File: src/rtl/mem_bist_ctrl.sv
// Memory self-test controller: writes a pattern over an address window,
// reads it back with bounded outstanding reads, and reports pass/fail.
module mem_bist_ctrl #(
    parameter int unsigned       DATA_W    = 32,
    parameter int unsigned       ADDR_W    = 24,
    parameter logic [DATA_W-1:0] CMP_MASK  = DATA_W'(32'hFFFFFF),
    parameter int unsigned       MAX_OUTST = 8,
    parameter int unsigned       TIMEOUT   = 1024,
    parameter int unsigned       ERR_W     = 16
) (
    input  logic              CLOCK_125_p,
    input  logic              reset,
    input  logic              start,
    input  logic [1:0]        mode,
    input  logic [DATA_W-1:0] tst_patt,
    input  logic [ADDR_W-1:0] base_addr,
    input  logic [ADDR_W-1:0] num_words,
    output logic              wr_en,
    input  logic              wr_rdy,
    output logic [ADDR_W-1:0] wr_addr,
    output logic [DATA_W-1:0] wr_data,
    output logic              rd_en,
    input  logic              rd_rdy,
    output logic [ADDR_W-1:0] rd_addr,
    input  logic [DATA_W-1:0] rd_data,
    input  logic              rd_data_valid,
    output logic              busy,
    output logic              done,
    output logic              pass,
    output logic              fail,
    output logic [ERR_W-1:0]  err_cnt,
    output logic [ADDR_W-1:0] first_err_addr
);

    localparam int unsigned OW = $clog2(MAX_OUTST + 1);
    localparam int unsigned TW = $clog2(TIMEOUT + 1);
    localparam logic [ADDR_W-1:0] DW_A = ADDR_W'(DATA_W);

    typedef enum logic [2:0] {
        S_IDLE, S_WRITE, S_READ, S_DRAIN, S_DONE
    } state_t;

    state_t state, state_n;

    logic [1:0]        cfg_mode;
    logic [DATA_W-1:0] cfg_patt;
    logic [ADDR_W-1:0] cfg_base, cfg_n;
    logic [ADDR_W-1:0] wcnt, rcnt, vcnt;
    logic [OW-1:0]     outst;
    logic [TW-1:0]     wdog;

    logic              start_ok, wr_fire, rd_fire, chk, miscmp, wd_run, wd_hit;
    logic [ADDR_W-1:0] exp_addr;
    logic [DATA_W-1:0] exp_data;

    // Index is the offset from the window base, so walk-1 restarts at bit 0 there.
    function automatic logic [DATA_W-1:0] gen(
        input logic [1:0]        m,
        input logic [DATA_W-1:0] p,
        input logic [ADDR_W-1:0] a,
        input logic [ADDR_W-1:0] i
    );
        logic [DATA_W-1:0] z;
        z = DATA_W'(a);
        unique case (m)
            2'd0:    gen = p;
            2'd1:    gen = z;
            2'd2:    gen = {{(DATA_W-1){1'b0}}, 1'b1} << (i % DW_A);
            default: gen = ~z;
        endcase
    endfunction

    assign wr_addr  = cfg_base + wcnt;
    assign rd_addr  = cfg_base + rcnt;
    assign exp_addr = cfg_base + vcnt;
    assign wr_data  = gen(cfg_mode, cfg_patt, wr_addr, wcnt);
    assign exp_data = gen(cfg_mode, cfg_patt, exp_addr, vcnt);

    assign wr_en    = (state == S_WRITE);
    assign rd_en    = (state == S_READ) && (rcnt != cfg_n)
                   && (outst < OW'(MAX_OUTST));
    assign busy     = (state == S_WRITE) || (state == S_READ)
                   || (state == S_DRAIN);
    assign done     = (state == S_DONE);

    assign start_ok = start && ((state == S_IDLE) || (state == S_DONE));
    assign wr_fire  = wr_en && wr_rdy;
    assign rd_fire  = rd_en && rd_rdy;
    assign chk      = rd_data_valid && (outst != '0)
                   && ((state == S_READ) || (state == S_DRAIN));
    assign miscmp   = chk && (((rd_data ^ exp_data) & CMP_MASK) != '0);
    assign wd_run   = ((state == S_READ) || (state == S_DRAIN))
                   && (outst != '0) && !chk;
    assign wd_hit   = wd_run && (wdog == TW'(TIMEOUT - 1));

    always_ff @(posedge CLOCK_125_p or negedge reset) begin
        if (!reset) state <= S_IDLE;
        else        state <= state_n;
    end

    always_comb begin
        state_n = state;
        unique case (state)
            S_IDLE, S_DONE:
                if (start) state_n = (num_words == '0) ? S_DONE : S_WRITE;
            S_WRITE:
                if (wr_fire && (wcnt + ADDR_W'(1) == cfg_n)) state_n = S_READ;
            S_READ:
                if (rd_fire && (rcnt + ADDR_W'(1) == cfg_n)) state_n = S_DRAIN;
            S_DRAIN:
                if (vcnt == cfg_n) state_n = S_DONE;
            default: state_n = S_IDLE;
        endcase
        if (wd_hit) state_n = S_DONE;
    end

    always_ff @(posedge CLOCK_125_p or negedge reset) begin
        if (!reset) begin
            cfg_mode       <= '0;
            cfg_patt       <= '0;
            cfg_base       <= '0;
            cfg_n          <= '0;
            wcnt           <= '0;
            rcnt           <= '0;
            vcnt           <= '0;
            outst          <= '0;
            wdog           <= '0;
            err_cnt        <= '0;
            first_err_addr <= '0;
            fail           <= 1'b0;
            pass           <= 1'b0;
        end else if (start_ok) begin
            cfg_mode       <= mode;
            cfg_patt       <= tst_patt;
            cfg_base       <= base_addr;
            cfg_n          <= num_words;
            wcnt           <= '0;
            rcnt           <= '0;
            vcnt           <= '0;
            outst          <= '0;
            wdog           <= '0;
            err_cnt        <= '0;
            first_err_addr <= '0;
            fail           <= 1'b0;
            pass           <= (num_words == '0);
        end else begin
            if (wr_fire) wcnt <= wcnt + ADDR_W'(1);
            if (rd_fire) rcnt <= rcnt + ADDR_W'(1);
            if (chk)     vcnt <= vcnt + ADDR_W'(1);
            unique case ({rd_fire, chk})
                2'b10:   outst <= outst + OW'(1);
                2'b01:   outst <= outst - OW'(1);
                default: outst <= outst;
            endcase
            if (wd_run) wdog <= wdog + TW'(1);
            else        wdog <= '0;
            if (miscmp) begin
                if (err_cnt != {ERR_W{1'b1}}) err_cnt <= err_cnt + ERR_W'(1);
                if (err_cnt == '0) first_err_addr <= exp_addr;
                fail <= 1'b1;
            end
            if (wd_hit) fail <= 1'b1;
            if (busy && (state_n == S_DONE)) pass <= ~(fail | miscmp | wd_hit);
        end
    end

endmodule

File: config.mk
export PLATFORM = sky130hd
export DESIGN_NAME = mem_bist_ctrl
export DESIGN_NICKNAME = d
export VERILOG_FILES = /design/src/rtl/mem_bist_ctrl.sv
export SDC_FILE = /design/constraint.sdc
export NUM_CORES = 1
export LEC_CHECK = 0
export BUFFER_PORTS_ARGS = -buffer_cell sky130_fd_sc_hd__clkbuf_2
export CAP_MARGIN = 20
export CORE_MARGIN = 3
export CORE_UTILIZATION = 40
export DETAILED_ROUTE_END_ITERATION = 10
export HOLD_SLACK_MARGIN = 0.03
export PLACE_DENSITY_LB_ADDON = 0.08
export SLEW_MARGIN = 30
export SYNTH_ARGS = -nofsm -noshare
export SYNTH_HDL_FRONTEND = slang
export SYNTH_SLANG_ARGS = --single-unit
export TNS_END_PERCENT = 1
File: constraint.sdc
create_clock -name CLOCK_125_p -period 5.02 [get_ports CLOCK_125_p]
set_input_delay 1.004 -clock CLOCK_125_p [delete_from_list [all_inputs] [get_ports CLOCK_125_p]]
set_output_delay 1.004 -clock CLOCK_125_p [all_outputs]
set_load 0.02 [all_outputs]
==> flow_metrics.env <==
export IMPL_result_of_the_run="finished, violations left"
export IMPL_violations="negative setup slack"
export IMPL_routed_wl_mm=65.1
export IMPL_antenna_found_initial=0
export IMPL_cpPeakStageDelay_ns=0.38
export IMPL_synth_flop_cell="dfrtp_1"
export IMPL_muxShareOfSynthArea=0.0109
export IMPL_synth_distinct_cells=85
export IMPL_cp_buffers_inverters=4
export IMPL_min_period_ns=5.19
export IMPL_crit_path_max_fanout=2
export IMPL_ctsRootBufferMaster="clkbuf_16"
export IMPL_cellInternalPower_uw=5450
export IMPL_wl_per_cell_um=22.2
export IMPL_fp_row_count=74
export IMPL_detail_route_vias_per_cell=5.82
export IMPL_timing_critical_path_slowest_stage_cell="dfrtp_1"
export IMPL_netSwitchingFraction=0.494
export IMPL_grt_setup_unrepaired="yes"
export IMPL_reg2reg_from="cfg_base[12]$_DFFE_PN0P_"
export IMPL_vdd_ir_drop_worst_mv=0.399
export IMPL_max_frequency_mhz=193
export IMPL_core_area_sq_um=41400
export IMPL_largest_net_degree_at_the_start_of_global_routing=92
export IMPL_timing_critical_path_cells="ha_2, fa_2, a21o_1, a21oi_2, o21bai_1, a21o_1, a21o_1, a221oi_2, o21ai_1, o211ai_1, buf_4, buf_6, o21ai_2, xor2_1, buf_4, nor2_4, o21ai_1, o21ai_1, buf_4"
export IMPL_worstPathArrival_ns=4.18
export IMPL_mappedNetlistArea_sq_um=17000
export IMPL_setup_total_negative_slack_ns=-0.516
export IMPL_setup_viol_count_final=6
export IMPL_mostFrequentLayoutCell="nand2_1"
export IMPL_worst_max_slew_pin_slew_ns=0.920
export IMPL_drt_iter0_markers=1546
export IMPL_power_frac_clock=0.195
export IMPL_fin_skew_ns=0.0246
export IMPL_worst_endpoint_required_ns=4.02
export IMPL_drt_antenna_violating_nets=0
export IMPL_die_width_um=212
export IMPL_start_util=0.411
export IMPL_postSynthCellCount=2160
export IMPL_clk_pin_slew_worst_paths_ns=0.06
export IMPL_detailedRoute_firstPassIterationCount=7
export IMPL_antenna_diode_count=0
export IMPL_drive_above_1_share=0.175
export IMPL_adder_cell_fraction_of_synth_area=0.0688
export IMPL_htreeDepth=1
export IMPL_part_of_the_yosys_area_used_for_sequential_elements=0.315
export IMPL_pwr_share_seq=0.252
export IMPL_cts_made_buffers=27
export IMPL_first_global_vias=16400
export IMPL_cts_hold_repair_buffers=0
export IMPL_timing_setup_critical_path_class="flip-flop to primary output"
export IMPL_power_combinational_fraction=0.552
export IMPL_switching_power_uw=5320
export IMPL_synth_enable_flop_cells=0
export IMPL_fin_hold_ws_ns=0.411
export IMPL_main_combinational_cell_family_by_area_after_synthesis="simple AND/OR/NAND/NOR gates"
export IMPL_cts_sinks=214
export IMPL_yosys_warnings=0
export IMPL_cts_tree="done"
export IMPL_wire_length_of_the_first_global_routing_pass_mm=99.1
export IMPL_die_height_um=212
export IMPL_power_leakage_uw=0.00954
export IMPL_clk_latency_ns=0.58
export IMPL_post_route_drc_count=0
export IMPL_synth_simple_gate_area_frac=0.263
export IMPL_setup_worst_path_end_class="primary output"
export IMPL_mappedNetlistNets=2371
export IMPL_ctsLongestPathBuffers=3
export IMPL_post_route_period_util=1.03
export IMPL_critPathTopFamily="compound AO/OA/AOI/OAI gates"
export IMPL_slew_headroom=0.384
export IMPL_timing_final_max_slew_violations=0
export IMPL_ys_seq_elements=214
export IMPL_io_pins=246
export IMPL_grt_overflow_total=0
export IMPL_synthesis_to_finish_area_growth_pct=18.2
export IMPL_finalNetCount=2587
export IMPL_synth_xor_area_frac=0.115
export IMPL_hold_viol=0
export IMPL_pwr_density_cell_nw_per_um2=536
export IMPL_postSynthAreaPerCell_sq_um=7.87
export IMPL_reg2reg_slack_ns=0.44
export IMPL_postSynth_asyncResetShare=1.00
export IMPL_grt_usage=0.286
export IMPL_routabilityCongestion=0.931
export IMPL_setup_slack_ns=-0.168
export IMPL_detailroute_via_count=17000
export IMPL_beginning_of_the_critical_path="wcnt[0]$_DFFE_PN0P_"
export IMPL_worst_hold_path_type="input pin to asynchronous set/reset pin"
export IMPL_synth_compound_gate_area_share=0.187
export IMPL_startpoint_type="flip-flop"
export IMPL_timing_max_cap_violations=0
export IMPL_detailedPlacementHpwl_mm=49.4
export IMPL_buffer_ports_inserted=237
export IMPL_final_cell_mix="396 x nand2_1, 227 x clkbuf_2, 212 x dfrtp_1, 171 x nor2_1, 140 x o21ai_0"
export IMPL_full_die_area_sq_um=45000
-- through the flow --
step,power (uW),instance area [sq um],instances,setup WS [ns],util
2_1_floorplan,6170,17000,2160,0.0882,-
3_3_place_gp,8460,18900,2877,0.133,0.458
3_5_place_dp,8520,18900,2877,0.0309,0.458
4_1_cts,10700,20000,2928,-0.159,0.483
5_1_grt,11400,20100,2929,-0.306,0.486
6_report,10800,20100,2929,-0.168,0.486
-- path summary, 6_finish.rpt --
path                                                  end  depth (start not counted)
hold reg to reg                  cfg_patt[15]$_DFFE_PN0P_                          2
max in group asynchronous         err_cnt[12]$_DFFE_PN0P_                          2
min in group CLOCK_125_p         cfg_patt[15]$_DFFE_PN0P_                          2
setup / recovery                              wr_data[20]                         19
hold / removal                   cfg_patt[29]$_DFFE_PN0P_                          1
setup reg to reg           first_err_addr[11]$_DFFE_PN0P_                         14
-- synthesized netlist by cell type, types with 9 or more instances --
master,instances,share of area
nand2_1,397,0.088
dfrtp_1,214,0.32
nor2_1,172,0.038
o21ai_0,149,0.044
xnor2_1,129,0.066
nand3_1,105,0.031
a21oi_1,97,0.029
xor2_1,89,0.046
ha_1,87,0.064
clkbuf_1,86,0.019
nor3_1,46,0.014
inv_1,45,0.0099
and3_1,42,0.015
nor4_1,36,0.013
nand4_1,32,0.012
o31ai_1,32,0.014
or3_1,28,0.010
a21o_1,22,0.0097
o21a_1,22,0.0097
buf_2,21,0.0062
nor2b_1,21,0.0077
nand2b_1,20,0.0074
o22ai_1,20,0.0074
a31oi_1,19,0.0070
and2_1,19,0.0070
a211oi_1,17,0.0075
mux2i_1,14,0.0082
o211ai_1,11,0.0049
buf_1,10,0.0022
or2_2,9,0.0033
-- flip-flops by register name, indices dropped and copies added, names as in the netlist --
name            flops
cfg_base           24
cfg_mode            2
cfg_patt           32
pass                1
outst               4
first_err_addr     24
wdog               11
err_cnt            16
vcnt               24
state               3
rcnt               24
wcnt               24
fail                1
cfg_n              24
-- per-layer routing --
metal | GRT usage | vias to the layer above | share of wire | routed length, um
li1 | - | 8082 | - | -
met1 | 0.419 | 8221 | 0.46 | 30200
met2 | 0.438 | 638 | 0.43 | 28100
met3 | 0.0297 | 107 | 0.063 | 4090
met4 | 0.102 | 0 | 0.043 | 2780
met5 | 0 | - | 0 | 0
-- repair_timing --
action,4_1_cts,5_1_grt
buffers inserted,2,1
resized for setup,29,31
pin swaps,16,6
endpoints found under the setup margin,17,28
-- kinds of logic after synthesis --
| logic type | Yosys count |
|---|---|
| AO/OA/AOI/OAI | 490 |
| XOR/XNOR | 220 |
| adder cells (fa/ha/maj) | 91 |
| buffers and inverters | 168 |
| flip-flops | 214 |
| multiplexers | 18 |
| AND/OR/NAND/NOR | 959 |
-- final cells by class --
| cell class | count | area [sq um] |
|---|---|---|
| Fill cell | 4142 | 21300 |
| Multi-Input combinational cell | 1778 | 11100 |
| Sequential cell | 214 | 5360 |
| Timing Repair Buffer | 310 | 1820 |
| Clock buffer | 40 | 774 |
| Tap cell | 532 | 666 |
| Clock inverter | 10 | 173 |
| Inverter | 45 | 169 |
-- power by group through the flow --
stage	clock, uW	sequential [uW]	combinational, uW
3_3_place_gp	0	2720	5730
6_report	2100	2720	5950
3_5_place_dp	0	2740	5780
4_1_cts	2150	2710	5860
2_1_floorplan	0	2350	3820
5_1_grt	2220	2730	6420
No activity file was read; power rests on OpenSTA's default activity.
